<file path="src/rtl/mul_div_unit.sv">
// mul_div_unit: iterative multiply/divide unit with HI/LO result registers.
// Signed and unsigned mult/div over WIDTH-bit operands in WIDTH+1 cycles,
// using a start/busy/done handshake. Also services mthi/mtlo writes.
module mul_div_unit #(
    parameter int WIDTH = 32
) (
    input  logic             SYS_clk,
    input  logic             SYS_reset,
    input  logic             MDU_start,
    input  logic [1:0]       MDU_op,
    input  logic [WIDTH-1:0] MDU_operand_1,
    input  logic [WIDTH-1:0] MDU_operand_2,
    input  logic             MDU_hi_we,
    input  logic             MDU_lo_we,
    output logic             MDU_busy,
    output logic             MDU_done,
    output logic             MDU_div_zero,
    output logic [WIDTH-1:0] MDU_hi,
    output logic [WIDTH-1:0] MDU_lo
);

    localparam int CW = $clog2(WIDTH + 1);
    localparam logic [CW-1:0] COUNT_INIT = CW'(WIDTH);
    localparam logic [CW-1:0] COUNT_LAST = CW'(2);

    typedef enum logic [1:0] {
        IDLE = 2'd0,
        CALC = 2'd1,
        FIX  = 2'd2
    } state_t;

    state_t state;
    state_t next_state;

    // Operation context captured on the accepting edge.
    logic [CW-1:0]      count;
    logic               is_div;
    logic               neg_res;    // quotient / product must be negated
    logic               neg_rem;    // dividend was negative (remainder sign)
    logic               zero_div;   // divide with a zero divisor
    logic [WIDTH-1:0]   mag_b;      // multiplicand / divisor magnitude
    // Mult: {partial product high, remaining multiplier bits}.
    // Div:  {partial remainder, remaining dividend bits / quotient bits}.
    logic [2*WIDTH-1:0] acc;

    // Input decode for the accepting edge.
    logic             a_neg;
    logic             b_neg;
    logic [WIDTH-1:0] mag_a_in;
    logic [WIDTH-1:0] mag_b_in;
    logic             b_zero;

    // One radix-2 step and the sign-corrected results.
    logic [WIDTH:0]     mul_sum;
    logic [WIDTH:0]     div_shift;
    logic [WIDTH-1:0]   div_diff;
    logic               div_ge;
    logic [2*WIDTH-1:0] step_acc;
    logic [2*WIDTH-1:0] prod;
    logic [WIDTH-1:0]   quo;
    logic [WIDTH-1:0]   rem;
    logic [WIDTH-1:0]   fix_hi;
    logic [WIDTH-1:0]   fix_lo;

    // Operand magnitudes and sign flags for the op being requested.
    always_comb begin
        // NOTE: every always_comb output gets a value on every path, else a latch is inferred.
        a_neg    = ~MDU_op[0] & MDU_operand_1[WIDTH-1];
        b_neg    = ~MDU_op[0] & MDU_operand_2[WIDTH-1];
        mag_a_in = a_neg ? -MDU_operand_1 : MDU_operand_1;
        mag_b_in = b_neg ? -MDU_operand_2 : MDU_operand_2;
        b_zero   = (MDU_operand_2 == '0);
    end

    // One shift-add (mult) or restoring shift-subtract (div) step on acc.
    always_comb begin
        mul_sum   = {1'b0, acc[2*WIDTH-1:WIDTH]}
                  + (acc[0] ? {1'b0, mag_b} : {(WIDTH+1){1'b0}});
        div_shift = acc[2*WIDTH-1:WIDTH-1];
        div_ge    = (div_shift >= {1'b0, mag_b});
        // Only used when div_ge, so the difference always fits in WIDTH bits.
        div_diff  = div_shift[WIDTH-1:0] - mag_b;
        if (is_div) begin
            step_acc = {(div_ge ? div_diff : div_shift[WIDTH-1:0]),
                        acc[WIDTH-2:0], div_ge};
        end else begin
            step_acc = {mul_sum, acc[WIDTH-1:1]};
        end
    end

    // Final step plus sign correction; a zero divisor bypasses the datapath.
    always_comb begin
        prod = neg_res ? -step_acc : step_acc;
        quo  = step_acc[WIDTH-1:0];
        rem  = step_acc[2*WIDTH-1:WIDTH];
        if (zero_div) begin
            // acc still holds |dividend|; restoring the sign gives the raw operand.
            fix_hi = neg_rem ? -acc[WIDTH-1:0] : acc[WIDTH-1:0];
            fix_lo = '1;
        end else if (is_div) begin
            fix_hi = neg_rem ? -rem : rem;
            fix_lo = neg_res ? -quo : quo;
        end else begin
            fix_hi = prod[2*WIDTH-1:WIDTH];
            fix_lo = prod[WIDTH-1:0];
        end
    end

    // State register.
    always_ff @(posedge SYS_clk) begin
        // NOTE: sequential state uses non-blocking assignments so every flop samples pre-edge values.
        if (SYS_reset) state <= IDLE;
        else           state <= next_state;
    end

    // Next-state logic.
    always_comb begin
        next_state = state;
        case (state)
            IDLE: if (MDU_start) next_state = (MDU_op[1] && b_zero) ? FIX : CALC;
            CALC: if (count == COUNT_LAST) next_state = FIX;
            FIX:  next_state = IDLE;
            default: next_state = IDLE;
        endcase
    end

    // Output decode: busy for the whole of CALC and FIX.
    always_comb begin
        MDU_busy = (state != IDLE);
    end

    // Datapath, HI/LO and status registers.
    always_ff @(posedge SYS_clk) begin
        if (SYS_reset) begin
            count        <= '0;
            is_div       <= 1'b0;
            neg_res      <= 1'b0;
            neg_rem      <= 1'b0;
            zero_div     <= 1'b0;
            mag_b        <= '0;
            acc          <= '0;
            MDU_hi       <= '0;
            MDU_lo       <= '0;
            MDU_done     <= 1'b0;
            MDU_div_zero <= 1'b0;
        end else begin
            MDU_done <= (state == FIX);
            case (state)
                IDLE: begin
                    if (MDU_start) begin
                        count        <= COUNT_INIT;
                        is_div       <= MDU_op[1];
                        neg_res      <= a_neg ^ b_neg;
                        neg_rem      <= MDU_op[1] & a_neg;
                        zero_div     <= MDU_op[1] & b_zero;
                        mag_b        <= mag_b_in;
                        acc          <= {{WIDTH{1'b0}}, mag_a_in};
                        MDU_div_zero <= 1'b0;
                    end else begin
                        if (MDU_hi_we) MDU_hi <= MDU_operand_1;
                        if (MDU_lo_we) MDU_lo <= MDU_operand_1;
                    end
                end
                CALC: begin
                    acc   <= step_acc;
                    count <= count - CW'(1);
                end
                FIX: begin
                    MDU_hi       <= fix_hi;
                    MDU_lo       <= fix_lo;
                    MDU_div_zero <= zero_div;
                end
                default: ;
            endcase
        end
    end

endmodule
</file>
<file path="config.mk">
export PLATFORM = sky130hd
export DESIGN_NAME = mul_div_unit
export DESIGN_NICKNAME = d
export VERILOG_FILES = /design/src/rtl/mul_div_unit.sv
export SDC_FILE = /design/constraint.sdc
export NUM_CORES = 1
export LEC_CHECK = 0
export CAP_MARGIN = 5
export CORE_UTILIZATION = 40
export CTS_CLUSTER_DIAMETER = 50
export DETAILED_ROUTE_END_ITERATION = 10
export PLACE_DENSITY = 0.58
export SETUP_SLACK_MARGIN = 0.15
export SLEW_MARGIN = 20
export SYNTH_ARGS = -nofsm -noshare
export SYNTH_HDL_FRONTEND = slang
export SYNTH_SLANG_ARGS = --single-unit
export TNS_END_PERCENT = 100
</file>
<file path="constraint.sdc">
create_clock -name SYS_clk -period 11.4 [get_ports SYS_clk]
set_input_delay 1.71 -clock SYS_clk [delete_from_list [all_inputs] [get_ports SYS_clk]]
set_output_delay 1.71 -clock SYS_clk [all_outputs]
set_load 0.005 [all_outputs]
</file>
==> results.md <==
CTS:
- The TritonCTS clock tree is done.
- The clock buffer count from CTS is 17.
- The worst-case clock buffer depth is 2.
- The master cell of the clock root buffer is sky130_fd_sc_hd__clkbuf_16.
- The number of setup buffers added after CTS is 0.
- The maximum level of the CTS H-tree is 4.
- Clock-pin slew was measured on the worst setup and hold paths at 0.08 ns.
- The clock sink count is around 170.
- Clock latency on the worst-skew pair, taken at its later pin, is 0.49 ns.
- The number of gates given a new drive strength after cts is 0.
- The number of hold buffers added after CTS is 0.

Worst setup path:
- The worst setup path is captured at a flop.
- On the worst path, the slowest cell contributes a delay of between 0.9 and 1 ns.
- The register-to-register path setup slack is roughly 5.4 ns.
- For the worst setup path, the data arrival time is 6.31 ns.
- The worst setup path is launched from a flop.
- Traced cell by cell, the critical path runs through inv_1 -> nor2_1 -> ha_1 -> a211oi_1 -> o211ai_1 -> a21boi_0 -> a21o_1 -> xnor2_1 -> nor2_1 -> a31oi_2 -> nor3_2 -> nand4_2 -> o31ai_1 -> xor2_1 -> a2111oi_0.
- The cell repeated most along the worst path is sky130_fd_sc_hd__nor2_1.
- The largest fanout of any net on the critical path is 17.
- The family with the most delay on the worst path is compound AO/OA/AOI/OAI gates.
- Measured in cells, the most critical reg-to-reg path has a length of 15.
- Together, buffers and inverters on the worst path number 1.
- The master of the slowest instance on the critical path is sky130_fd_sc_hd__a21boi_0.
- The worst setup path is of the flop to flop kind.
- The startpoint identified for the worst register-to-register timing path is acc[0]$_SDFFE_PP0P_.
- The endpoint identified for the worst register-to-register timing path is MDU_hi[22]$_SDFFE_PP0P_.
- The data required time at the worst endpoint is between 10 and 15 ns.

STA:
- The pin slew with the least headroom to its limit is between 1 and 1.5 ns.
- The final count of hold timing violations is 0.
- The remaining max-slew budget at the tightest pin is 0.2050.
- The part of the cycle the worst path needs is 0.5227.
- The number of max-slew violations in the final report is 0.
- The post-route clock skew is roughly 0.012 ns.
- After layout, the worst setup slack is 5.441 ns.
- For this run, the top clock speed supported by timing is ~170 MHz.
- The total negative setup slack is 0 ns.
- Counting I/O delays and the setup requirement, the final critical path takes 5.959 ns.
- Setup repair after global routing left no endpoint under its margin.
- The number of endpoints failing setup at the final stage is 0.

Global routing:
- The number of global-route vias before repair came to 17020.
- The maximum number of pins on one net before global-route repair is 99.
- In the global route stage, overall resource usage came out at 0.3528.
- The number of antenna violations at the first check in global routing is 3.
- After global routing the overflow that remains totals 0.
- The first global-routing pass estimated 110.6 mm of wire.

Run status:
- The run finished with clean final reports.

Logic synthesis:
- After synthesis the cells add up to 0.01625 mm^2.
- Summed over all instances, the cell type with the most area after synthesis is sky130_fd_sc_hd__dfxtp_1.
- After synthesis, the cell types taking the most area are sky130_fd_sc_hd__dfxtp_1, sky130_fd_sc_hd__nor2_1, sky130_fd_sc_hd__a21oi_1.
- The number of enable flip-flop cells after synthesis is 0.
- Synthesis produced a netlist with a net count of 2427.
- The mean instance size in the synthesized netlist is 7.116 um^2.
- The share of synthesized area in the top cell type comes to 0.2144.
- The most used flip-flop cell after synthesis is sky130_fd_sc_hd__dfxtp_1.
- The register area share after synthesis is 0.2144.
- The number of storage elements in the synthesis netlist is 174.
- The number of different library cells used by synthesis comes to 95.
- The number of warning messages in the yosys log is 0.
- For this run, asynchronously set or reset flops after synthesis account for 0.
- The post-synthesis cell count is 2283.

Detailed routing:
- The total wire length after detailed routing is 73.52 mm.
- In the routed design, unresolved DRC markers number 0.
- The number of optimization iterations in the first detailed-route pass is 6.
- The via count is 18380.
- The initial detailed-routing violation count is 2245.
- The routed length per placed instance is roughly 26 um.
- The met3 wirelength from detailed routing is 7.896 mm.
- The highest layer touched by signal routing is met5.
- The count of nets left with antenna violations once routing finished came out at 0.
- Summed over all nets, wire length on met2 after detailed routing comes to 30.39 mm.
- The wire length on met1 is roughly 33 mm.
- In the routed layout, each cell is associated on average with a via count of 6.467.

Layout:
- The most common cell after layout, fill and taps aside is sky130_fd_sc_hd__nor2_1.
- The number of diodes added for antenna fixing is 0.
- The share of final-layout standard cells stronger than drive strength 1 is 0.05309.
- The area of all placed cells without fillers is 0.01842 mm^2.
- In the layout the commonest cells are sky130_fd_sc_hd__nor2_1, sky130_fd_sc_hd__nand2_1, sky130_fd_sc_hd__a21oi_1.
- Excluding fillers, the count of instances in the completed layout stands at ~2800.
- From synthesis to final layout, the design area changed by 13.39%.
- After the last flow step, the layout net total stands at 2448.

Power:
- The design draws about 0.0023 W.
- The power per cell area is about 120 mW/mm^2.
- The maximum vdd ir drop is 0.09696 mV.
- The leakage dissipation is around 6.7 nW.

Floorplanning:
- The initial utilization of the core area, before any placement, comes to 0.4070.
- The floorplan step defined a die boundary enclosing 0.04142 mm^2.
- The floorplan step set the die width to roughly 200 um.
- Pin placement for this block handled between 100 and 150 I/O pins.
- From bottom edge to top edge, the die measures 203.5 um.
- The site row count is between 70 and 80.
- The placeable core area is around 0.04 mm^2.

Placement:
- The number of cells after detailed placement is 2810.
- The count of buffers added on input and output ports is 137.
- The worst setup slack before clock tree synthesis is approximately 5.5 ns.
- The HPWL after detailed placement is 55.45 mm.
- The weighted congestion reported at the end of routability-driven placement is 0.9979.
- In this run the cell area measured after placement is 0.01783 mm^2.

Min path:
- The tightest min-delay check is of the flop to flop type.
- The hold-critical path depth is 2.
- For hold timing, the worst endpoint is MDU_lo[19]$_SDFFE_PP0P_.
- The startpoint identified for the worst hold timing path is MDU_lo[19]$_SDFFE_PP0P_.

Job:
- Across the run, the number of max-cap violations was 0.
## metal layers
metal	up-vias	global-route usage
li1	8396	-
met1	8852	0.5077
met2	1000	0.5018
met3	129	0.09572
met4	2	0.1128
met5	-	0
## Yosys cell counts, types with 13 or more instances
library cell	count
sky130_fd_sc_hd__o21ai_0	144
sky130_fd_sc_hd__nor2_1	304
sky130_fd_sc_hd__nand3_1	45
sky130_fd_sc_hd__mux2i_1	35
sky130_fd_sc_hd__mux2_2	16
sky130_fd_sc_hd__or4_1	13
sky130_fd_sc_hd__o31ai_1	39
sky130_fd_sc_hd__o211ai_1	30
sky130_fd_sc_hd__o21a_1	17
sky130_fd_sc_hd__nand2b_1	14
sky130_fd_sc_hd__nor4_1	20
sky130_fd_sc_hd__a311oi_1	44
sky130_fd_sc_hd__dfxtp_1	174
sky130_fd_sc_hd__nor2b_1	16
sky130_fd_sc_hd__a22oi_1	40
sky130_fd_sc_hd__nand4_1	24
sky130_fd_sc_hd__xnor2_1	87
sky130_fd_sc_hd__xor2_1	82
sky130_fd_sc_hd__a21o_1	23
sky130_fd_sc_hd__ha_1	71
sky130_fd_sc_hd__nor3_1	51
sky130_fd_sc_hd__or3_1	39
sky130_fd_sc_hd__a21oi_1	205
sky130_fd_sc_hd__clkbuf_1	123
sky130_fd_sc_hd__buf_2	18
sky130_fd_sc_hd__o221ai_1	13
sky130_fd_sc_hd__a211oi_1	46
sky130_fd_sc_hd__a31oi_1	27
sky130_fd_sc_hd__and2_1	14
sky130_fd_sc_hd__and3_1	15
sky130_fd_sc_hd__inv_1	76
sky130_fd_sc_hd__nand2_1	229
## per-stage QoR
step / util / hold slack [ns]
finish: 0.4615 / 0.4592
global route: 0.4615 / 0.4809
CTS: 0.4615 / 0.4647
detailed placement: 0.4467 / 0.4509
global placement: 0.4465 / 0.4450
floorplan: - / 0.4453
## worst max path at each step
stage	slack, ns	cells past startpoint	start	end
global route	5.17	20	mag_b[8]$_SDFFE_PP0P_	MDU_hi[16]$_SDFFE_PP0P_
CTS	5.67	14	mag_b[19]$_SDFFE_PP0P_	MDU_hi[22]$_SDFFE_PP0P_
floorplan	7.08	22	mag_b[18]$_SDFFE_PP0P_	MDU_hi[22]$_SDFFE_PP0P_
global placement	5.49	14	MDU_operand_2[0]	mag_b[26]$_SDFFE_PP0P_
detailed placement	5.54	14	MDU_operand_2[0]	mag_b[26]$_SDFFE_PP0P_
finish	5.44	15	acc[0]$_SDFFE_PP0P_	MDU_hi[22]$_SDFFE_PP0P_
## kinds of logic (layout without fill, tap and decap cells)
logic type,count (synthesis),after routing,synth area share
mux,51,51,0.03266
flops,174,174,0.2144
buf+inv,238,272,0.05961
simple gates,829,829,0.2400
compound gates,749,749,0.3051
xor+xnor,169,169,0.09111
fa+ha+maj,73,73,0.05715
## state kept, by name, summed over array words and instances, names as in the netlist, 2 cells and up
signal / count
acc: 64
state: 2
MDU_hi: 32
mag_b: 32
count: 6
MDU_lo: 32
## where the power goes
part           internal [W]  switching, W
clock              0.000296      0.000334
combinational      0.000326      0.000622
sequential         0.000659     0.0000617
## tightest hold or removal path: stages (launching register included)
cell and delay (ns):
sky130_fd_sc_hd__dfxtp_1 0.31, sky130_fd_sc_hd__nand2_1 0.05, sky130_fd_sc_hd__a21oi_1 0.05
## area by class of cell
class,instances,area [um^2]
Fill cell,4119,21490
Multi-Input combinational cell,1871,11830
Sequential cell,174,3487
Timing Repair Buffer,163,1568
Tap cell,525,656.9
Clock buffer,17,425.4
Inverter,77,289.0
Clock inverter,15,166.4
No activity file was read; power rests on OpenSTA's default activity.
